File: src/rtl/mtl_pixel_prefetch.sv
// mtl_pixel_prefetch: burst prefetcher feeding a show-ahead pixel FIFO for the display timing stage.
// One burst is outstanding at most; FIFO space for it is reserved before the request goes out.
module mtl_pixel_prefetch #(
    parameter int DEPTH    = 64,
    parameter int BURST    = 16,
    parameter int H_ACTIVE = 800,
    parameter int V_ACTIVE = 480,
    parameter int ADDR_W   = 22,
    parameter int FB_BASE  = 0
) (
    input  logic              iCLK,
    input  logic              iRST_n,
    input  logic              iNew_Frame,
    input  logic              iRead_en,
    output logic [31:0]       oREAD_DATA,
    output logic              oMem_req,
    output logic [ADDR_W-1:0] oMem_addr,
    input  logic              iMem_gnt,
    input  logic [31:0]       iMem_rdata,
    input  logic              iMem_rvalid,
    output logic              oUnderflow,
    output logic              oFrame_done
);
    localparam int TOTAL = H_ACTIVE * V_ACTIVE;
    localparam int AW    = $clog2(DEPTH);
    localparam int CW    = AW + 1;
    localparam int BW    = $clog2(BURST);
    localparam int WW    = $clog2(TOTAL + 1);

    typedef enum logic [2:0] {IDLE, REQ, RECV, DRAIN, DONE} state_t;

    state_t            state_q, state_d;
    logic [AW-1:0]     wr_ptr_q, wr_ptr_d, rd_ptr_q, rd_ptr_d;
    logic [CW-1:0]     count_q, count_d;
    logic [BW-1:0]     beat_q, beat_d;
    logic [WW-1:0]     words_req_q, words_req_d, words_rcv_q, words_rcv_d;
    logic [ADDR_W-1:0] addr_q, addr_d;
    logic              req_q, req_d, underflow_q, underflow_d, done_q, done_d;
    logic [31:0]       mem [DEPTH];
    logic              empty, push, pop, last_beat;

    assign empty       = count_q == '0;
    assign last_beat   = iMem_rvalid && beat_q == BW'(BURST - 1);
    assign push        = state_q == RECV && iMem_rvalid && !iNew_Frame;
    assign pop         = iRead_en && !empty && !iNew_Frame;
    assign oREAD_DATA  = empty ? '0 : mem[rd_ptr_q];
    assign oMem_req    = req_q;
    assign oMem_addr   = addr_q;
    assign oUnderflow  = underflow_q;
    assign oFrame_done = done_q;

    always_comb begin
        state_d     = state_q;
        wr_ptr_d    = wr_ptr_q + AW'(push);
        rd_ptr_d    = rd_ptr_q + AW'(pop);
        count_d     = count_q + CW'(push) - CW'(pop);
        beat_d      = beat_q;
        words_req_d = words_req_q;
        words_rcv_d = words_rcv_q + WW'(push);
        addr_d      = addr_q;
        req_d       = req_q;
        underflow_d = underflow_q | (iRead_en & empty);
        done_d      = done_q;
        case (state_q)
            IDLE: if (words_req_q < WW'(TOTAL) && count_q <= CW'(DEPTH - BURST)) begin
                state_d = REQ;
                req_d   = 1'b1;
            end else if (words_rcv_q == WW'(TOTAL)) begin
                state_d = DONE;
                done_d  = 1'b1;
            end
            REQ: if (iMem_gnt) begin
                state_d     = RECV;
                req_d       = 1'b0;
                addr_d      = addr_q + ADDR_W'(BURST);
                words_req_d = words_req_q + WW'(BURST);
                beat_d      = '0;
            end
            RECV, DRAIN: if (iMem_rvalid) begin
                beat_d  = beat_q + BW'(1);
                state_d = last_beat ? IDLE : state_q;
            end
            default: ;
        endcase
        // A frame restart keeps counting beats of an already accepted burst so they are swallowed
        if (iNew_Frame) begin
            wr_ptr_d    = '0;
            rd_ptr_d    = '0;
            count_d     = '0;
            addr_d      = ADDR_W'(FB_BASE);
            words_req_d = '0;
            words_rcv_d = '0;
            underflow_d = 1'b0;
            done_d      = 1'b0;
            req_d       = 1'b0;
            state_d     = ((state_q == REQ && iMem_gnt) ||
                           ((state_q == RECV || state_q == DRAIN) && !last_beat)) ? DRAIN : IDLE;
        end
    end

    always_ff @(posedge iCLK or negedge iRST_n) begin
        if (!iRST_n) begin
            state_q     <= IDLE;
            wr_ptr_q    <= '0;
            rd_ptr_q    <= '0;
            count_q     <= '0;
            beat_q      <= '0;
            words_req_q <= '0;
            words_rcv_q <= '0;
            addr_q      <= ADDR_W'(FB_BASE);
            req_q       <= 1'b0;
            underflow_q <= 1'b0;
            done_q      <= 1'b0;
        end else begin
            state_q     <= state_d;
            wr_ptr_q    <= wr_ptr_d;
            rd_ptr_q    <= rd_ptr_d;
            count_q     <= count_d;
            beat_q      <= beat_d;
            words_req_q <= words_req_d;
            words_rcv_q <= words_rcv_d;
            addr_q      <= addr_d;
            req_q       <= req_d;
            underflow_q <= underflow_d;
            done_q      <= done_d;
        end
    end

    always_ff @(posedge iCLK) begin
        if (push) mem[wr_ptr_q] <= iMem_rdata;
    end
endmodule

File: config.mk
export PLATFORM = sky130hd
export DESIGN_NAME = mtl_pixel_prefetch
export DESIGN_NICKNAME = d
export VERILOG_FILES = /design/src/rtl/mtl_pixel_prefetch.sv
export SDC_FILE = /design/constraint.sdc
export NUM_CORES = 2
export LEC_CHECK = 0
export CELL_PAD_IN_SITES_DETAIL_PLACEMENT = 0
export CELL_PAD_IN_SITES_GLOBAL_PLACEMENT = 2
export CORE_UTILIZATION = 51
export DETAILED_ROUTE_END_ITERATION = 16
export GPL_ROUTABILITY_DRIVEN = 0
export GPL_TIMING_DRIVEN = 0
export PLACE_DENSITY = 0.76
export SLEW_MARGIN = 20
export SYNTH_ARGS = -nofsm -noshare
export SYNTH_HDL_FRONTEND = slang
export SYNTH_SLANG_ARGS = --single-unit
File: constraint.sdc
create_clock -name iCLK -period 3.8 [get_ports iCLK]
set_input_delay 1.14 -clock iCLK [delete_from_list [all_inputs] [get_ports iCLK]]
set_output_delay 1.14 -clock iCLK [all_outputs]
set_load 0.01 [all_outputs]
Word-level counts from Yosys, hierarchy flattened

Memories as Yosys holds them, arrays and structs flattened.
Cells that the tools add are included.

Memories kept: 1
RAM bits: 2,048
Output and inout bits: 57
Word-level logic and storage cells: 98
Input port bits: 38
Register bits: 89

Equality and inequality tests: 13
Bitwise logic cells: 2
$lt $le $gt $ge: 2
Add/sub/neg operators: 8
Muxes and demuxes: 33
Reductions and logical operators: 28

Memories:

| memory | words | width | read ports | clocked after memory_dff | wr ports | line | source |
|---|---|---|---|---|---|---|---|
| mem    | 64    | 32    | 1          | 0                        | 1        | 39   | `logic [31:0] mem [DEPTH];` |

Operators with widths:

| cell                                                            | count |
|---|---|
| two-way mux 19 bit                                              | 4 |
| two-way mux 22 bit                                              | 3 |
| two-way mux 32 bit                                              | 1 |
| adder 22 x 5 -> 22 bit (second input constant)                  | 1 |
| adder 19 x 1 -> 19 bit                                          | 1 |
| adder 19 x 5 -> 19 bit (second input constant)                  | 1 |
| equality test 19 bit (second input constant)                    | 1 |
| less-than comparator 19 bit (second input constant)             | 1 |
| two-way mux 3 bit                                               | 6 |
| adder 6 x 1 -> 6 bit                                            | 2 |
| two-way mux 6 bit                                               | 2 |
| != test 3 bit (second input constant)                           | 4 |
| two-way mux 1 bit                                               | 10 |
| nonzero test 2 bit                                              | 5 |
| case mux 3 bit (3 select lines)                                 | 1 |
| AND reduction 3 bit                                             | 3 |
| logical AND 1 bit                                               | 8 |
| two-way mux 4 bit                                               | 2 |
| case mux 4 bit (2 select lines)                                 | 1 |
| adder 7 x 1 -> 7 bit                                            | 1 |
| less-or-equal comparator 7 x 6 -> 1 bit (second input constant) | 1 |
| logical NOT 7 bit                                               | 1 |
| two-way mux 7 bit                                               | 1 |
| subtractor 7 x 1 -> 7 bit                                       | 1 |
| other kinds (18)                                                | 24 |

Depth between registers and ports, before layout

Word-level depth: 7
Gate-level depth with buffers: 16
Mapped depth without buffers: 16

Least setup slack after synthesis

Ideal clock, no wire load.

Path kind: input -> register
Start point: input port iMem_rvalid
End point: memory mem[63][0], enable pin
Setup slack: -0.119 ns
Data required time: 3.379 ns
Setup time: 0.421 ns
Arrival time: 3.498 ns
Buffers on the path: 0
Cell stages on the path: 5
Path through: nand3b_1 nor3_1 and2_1 nand3_1 nor2_1

Longest elaborated chain between the ends: 4

Ends and longest elaborated chain:

| element                                 | line | source |
|---|---|---|
| from (decl)                             | 20   | `input logic iMem_rvalid,` |
| logical AND 1 bit (2 in series)         | 44   | `assign push = state_q == RECV && iMem_rvalid && !iNew_Frame;` |
| two-way mux 1 bit                       | 130  | `if (push) mem[wr_ptr_q] <= iMem_rdata;` |
| two-way mux 1 bit (not written as such) | 130  |  |
| to (decl)                               | 39   |  |

No other way between the ends.

Final worst setup path

Start point: register rd_ptr_q[0]
End point: output port oREAD_DATA[18]

Longest elaborated chain between the ends: 2

Ends and longest elaborated chain:

| element                   | line | source |
|---|---|---|
| from (decl)               | 33   | `logic [AW-1:0] wr_ptr_q, wr_ptr_d, rd_ptr_q, rd_ptr_d;` |
| from (signal assigned)    | 117  | `rd_ptr_q <= rd_ptr_d;` |
| memory read (64 x 32 bit) | n/a  |  |
| two-way mux 32 bit        | 46   | `assign oREAD_DATA = empty ? '0 : mem[rd_ptr_q];` |
| to (decl)                 | 15   | `output logic [31:0] oREAD_DATA,` |

No other way between the ends.

==> results.md <==
- Mean Syn Cell Area: 22.9 um2
- Initial antenna violation count: 4
- Largest net degree at the start of global routing: 65
- Share of layout cells above drive strength 1: 0.385
- Maximum fanout along the worst path: 10
- Final hold slack: 0.255 ns
- PnR worst setup slack: -1.23 ns
- Worst slew pin tran: 1.15 ns
- Worst-Skew Late Latency: 0.87 ns
- Layout Skew: 0.0491 ns
- Root Driver: clkbuf_16
- Netlist area before placement: 82100 um2
- Number of global-route vias before repair: 41.8k
- Boundary pin count: 95
- P_int: 43.1 mW
- Sequential share of power: 0.447
- Crit path DAT: 3.89 ns
- Finished layout cell area: 101000 um2
- Fmax: 0.199 GHz
- Required time worst endpoint: 2.66 ns
- Fin Setup TNS: -31.50 ns
- Inserted Clock Buffers: 210
- Remaining Overflow, GRT: 0
- DP Area: 89900 um2
- Placed Cells: 5988
- # hold bufs at CTS: 0
- Net Sw Frac: 0.256
- Critical Path Start Type: flip-flop
- Final Cycle Share: 1.32
- Gr usage total: 0.317
- Pins Over Slew Limit: 0
- Overall Power: 58.0 mW
- Clock sinks: 2129
- DR WL/cell: 39.1 um
- CTS tree: done
- Post-synth ARST share: 0.0380
- Net Sw Power: 14.8 mW
- Total Wirelength: 258 mm
- Min-delay worst type: primary input to asynchronous set/reset pin
- Sequential share of the synthesized area: 0.774
- Non-filler instance count after layout: 6590
- Unrepaired setup endpoints after global routing: yes
- DP HPWL: 172 mm
- Yosys warns: 0
- Combinational share of power: 0.195
- Core area: 159000 um2
- Post-route antenna net violation count: 0
- Post-synth EDFFs: 2048
- Nets: 4313
- Clk pwr share: 0.359
- P_leak: 32.1 nW
- Die extent in y: 403 um
- Endpoints failing hold: 0
- Netlist cell types: 61
- Core Rows: 146
- Min Tclk post-route: 5.03 ns
- #FFs+latches synth: 2129
- Clk slew on worst S/H paths: 0.05 ns
- Gate Count Post-Synth: 3581
- Peak VDD IR: 537 uV
- # Max-Cap Violations: 0
- DRC viols: 0
- Area grow syn2layout: 23.2%
- Slew margin rel.: 0.233
- Top_reg_cell synth: edfxtp_1
- First-pass GRT wire length: 347 mm
- Pwr Density: 574 nW/um2
- DIE AREA: 163000 um2
- Crit. End Element: primary output
- Kind of critical path: flip-flop to primary output
- Violations in the final reports: negative setup slack
- Max Root-Sink Buffers: 3
- Drt first pass iters: 5
- Detailed Route Iter0 Violations: 7047
- Starting Density: 0.516
- Detailed-route via count: 43.7k
- Die Width: 403 um
- Status: complete, but fails checks
- Final setup vio count: 32
- # H-tree levels: 4
- Routed vias/inst: 6.62
- IO Port Bufs: 90
[through the flow]
step,utilization,worst slack (ns)
2_1_floorplan,-,-0.119
3_3_place_gp,0.538,-4.87
3_5_place_dp,0.565,-2.65
4_1_cts,0.620,-1.39
5_1_grt,0.635,-1.30
6_report,0.635,-1.23
[metal layers]
layer	part of all wire	wire length, um	vias to the layer above	track usage
met1	0.37	95300	23508	0.438
met3	0.11	28400	548	0.0748
met4	0.043	11100	4	0.117
li1	-	-	16612	-
met2	0.48	123000	2986	0.499
met5	0.000085	22	-	0
[layout by cell type (no fill, tap or decap), drive strengths merged, types with 11 or more instances in the layout]
cell type | netlist | routed
inv | 17 | 24
mux2i | 48 | 48
buf | 116 | 528
a22oi | 43 | 43
clkbuf | 69 | 341
or3 | 14 | 14
nor2 | 153 | 153
a221oi | 16 | 16
xnor2 | 20 | 20
clkinv | 2 | 116
bufinv | 0 | 21
nand2 | 66 | 66
nor2b | 11 | 11
edfxtp | 2048 | 2048
mux4 | 599 | 599
ha | 18 | 18
nand3 | 36 | 36
o21ai | 40 | 40
clkdlybuf4s50 | 0 | 25
dfrtp | 81 | 81
a21oi | 34 | 34
xor2 | 30 | 30
nor3 | 11 | 11
[cell usage after synthesis (17+ instances only)]
cell,number,area share
edfxtp_1,2048,0.75
xor2_1,30,0.0032
nand2_1,66,0.0030
dfrtp_1,81,0.025
xnor2_1,20,0.0021
a22oi_1,43,0.0039
a21oi_1,34,0.0021
mux4_2,599,0.16
nor2_1,153,0.0070
buf_2,47,0.0029
clkbuf_1,69,0.0032
inv_1,17,0.00078
mux2i_1,48,0.0059
nand3_1,36,0.0022
o21ai_0,33,0.0020
buf_1,28,0.0013
ha_1,18,0.0027
buf_4,33,0.0030
[logic make-up after synthesis]
group | after synthesis | share of synthesized area
xor gates and xnor gates | 50 | 0.00534
buffers and inverters | 204 | 0.0123
adders and majority gates | 19 | 0.00299
muxes | 652 | 0.171
AOI/OAI and AO/OA | 181 | 0.0148
other | 1 | 0.0000457
and+or+nand+nor | 345 | 0.0194
DFF | 2129 | 0.774
[what timing repair did]
item	4_1_cts	5_1_grt
endpoints found under the setup margin	1682	405
gates cloned	0	7
pin swaps	44	51
gates resized for setup	461	261
buffers inserted	42	155
[worst max-delay path: stages (launching register included)]
cell and delay [ns]:
dfrtp_2 0.44, buf_12 0.24, buf_4 0.17, buf_16 0.12, buf_16 0.17, mux4_2 0.50, mux4_2 0.64, o21ai_4 0.25
o311ai_1 0.15, buf_4 0.19, dlymetal6s2s_1 0.17
[state kept, by name (all words and copies together), names as in the netlist, 3 cells and up]
register	count
mem	2048
count_q	7
beat_q	4
words_req_q	15
state_q	3
oMem_addr	18
rd_ptr_q	6
wr_ptr_q	6
words_rcv_q	19
[final cells by class]
cell class | count | area (um2)
tap | 2146 | 2690
multi-input combinational | 1251 | 18900
fill | 10428 | 58100
inverter | 19 | 72.6
clock inverter | 146 | 1450
clock buffer | 252 | 5410
buffer | 183 | 2420
antenna | 2 | 5.00
timing repair buffer | 462 | 6570
sequential | 2129 | 63500
[path summary, 6_finish.rpt]
| check | startpoint | end | slack, ns | cells after the start |
|---|---|---|---|---|
| max | rd_ptr_q[0]$_DFF_PN0_ | oREAD_DATA[18] | -1.23 | 10 |
| min | iRST_n | oMem_addr[11]$_DFFE_PN0P_ | 0.26 | 1 |
| max reg2reg | state_q[2]$_DFFE_PN0P_ | mem[15][10]$_DFFE_PP_ | 0.22 | 8 |
| min reg2reg | oMem_req$_DFFE_PN0P_ | oMem_req$_DFFE_PN0P_ | 0.51 | 1 |
| max in group asynchronous | iRST_n | rd_ptr_q[0]$_DFF_PN0_ | 2.91 | 2 |
| min in group iCLK | oMem_req$_DFFE_PN0P_ | oMem_req$_DFFE_PN0P_ | 0.51 | 1 |
[power groups by stage]
stage | logic, mW | registers (mW) | clock network, mW
after floorplan | 5.33 | 26.4 | 0
after global placement | 8.69 | 26.4 | 0
final | 11.3 | 25.9 | 20.8
after CTS | 9.81 | 25.9 | 20.9
after detailed placement | 8.85 | 26.4 | 0
after global routing | 11.7 | 25.9 | 21.8
Power figures use the tool's default switching activity.
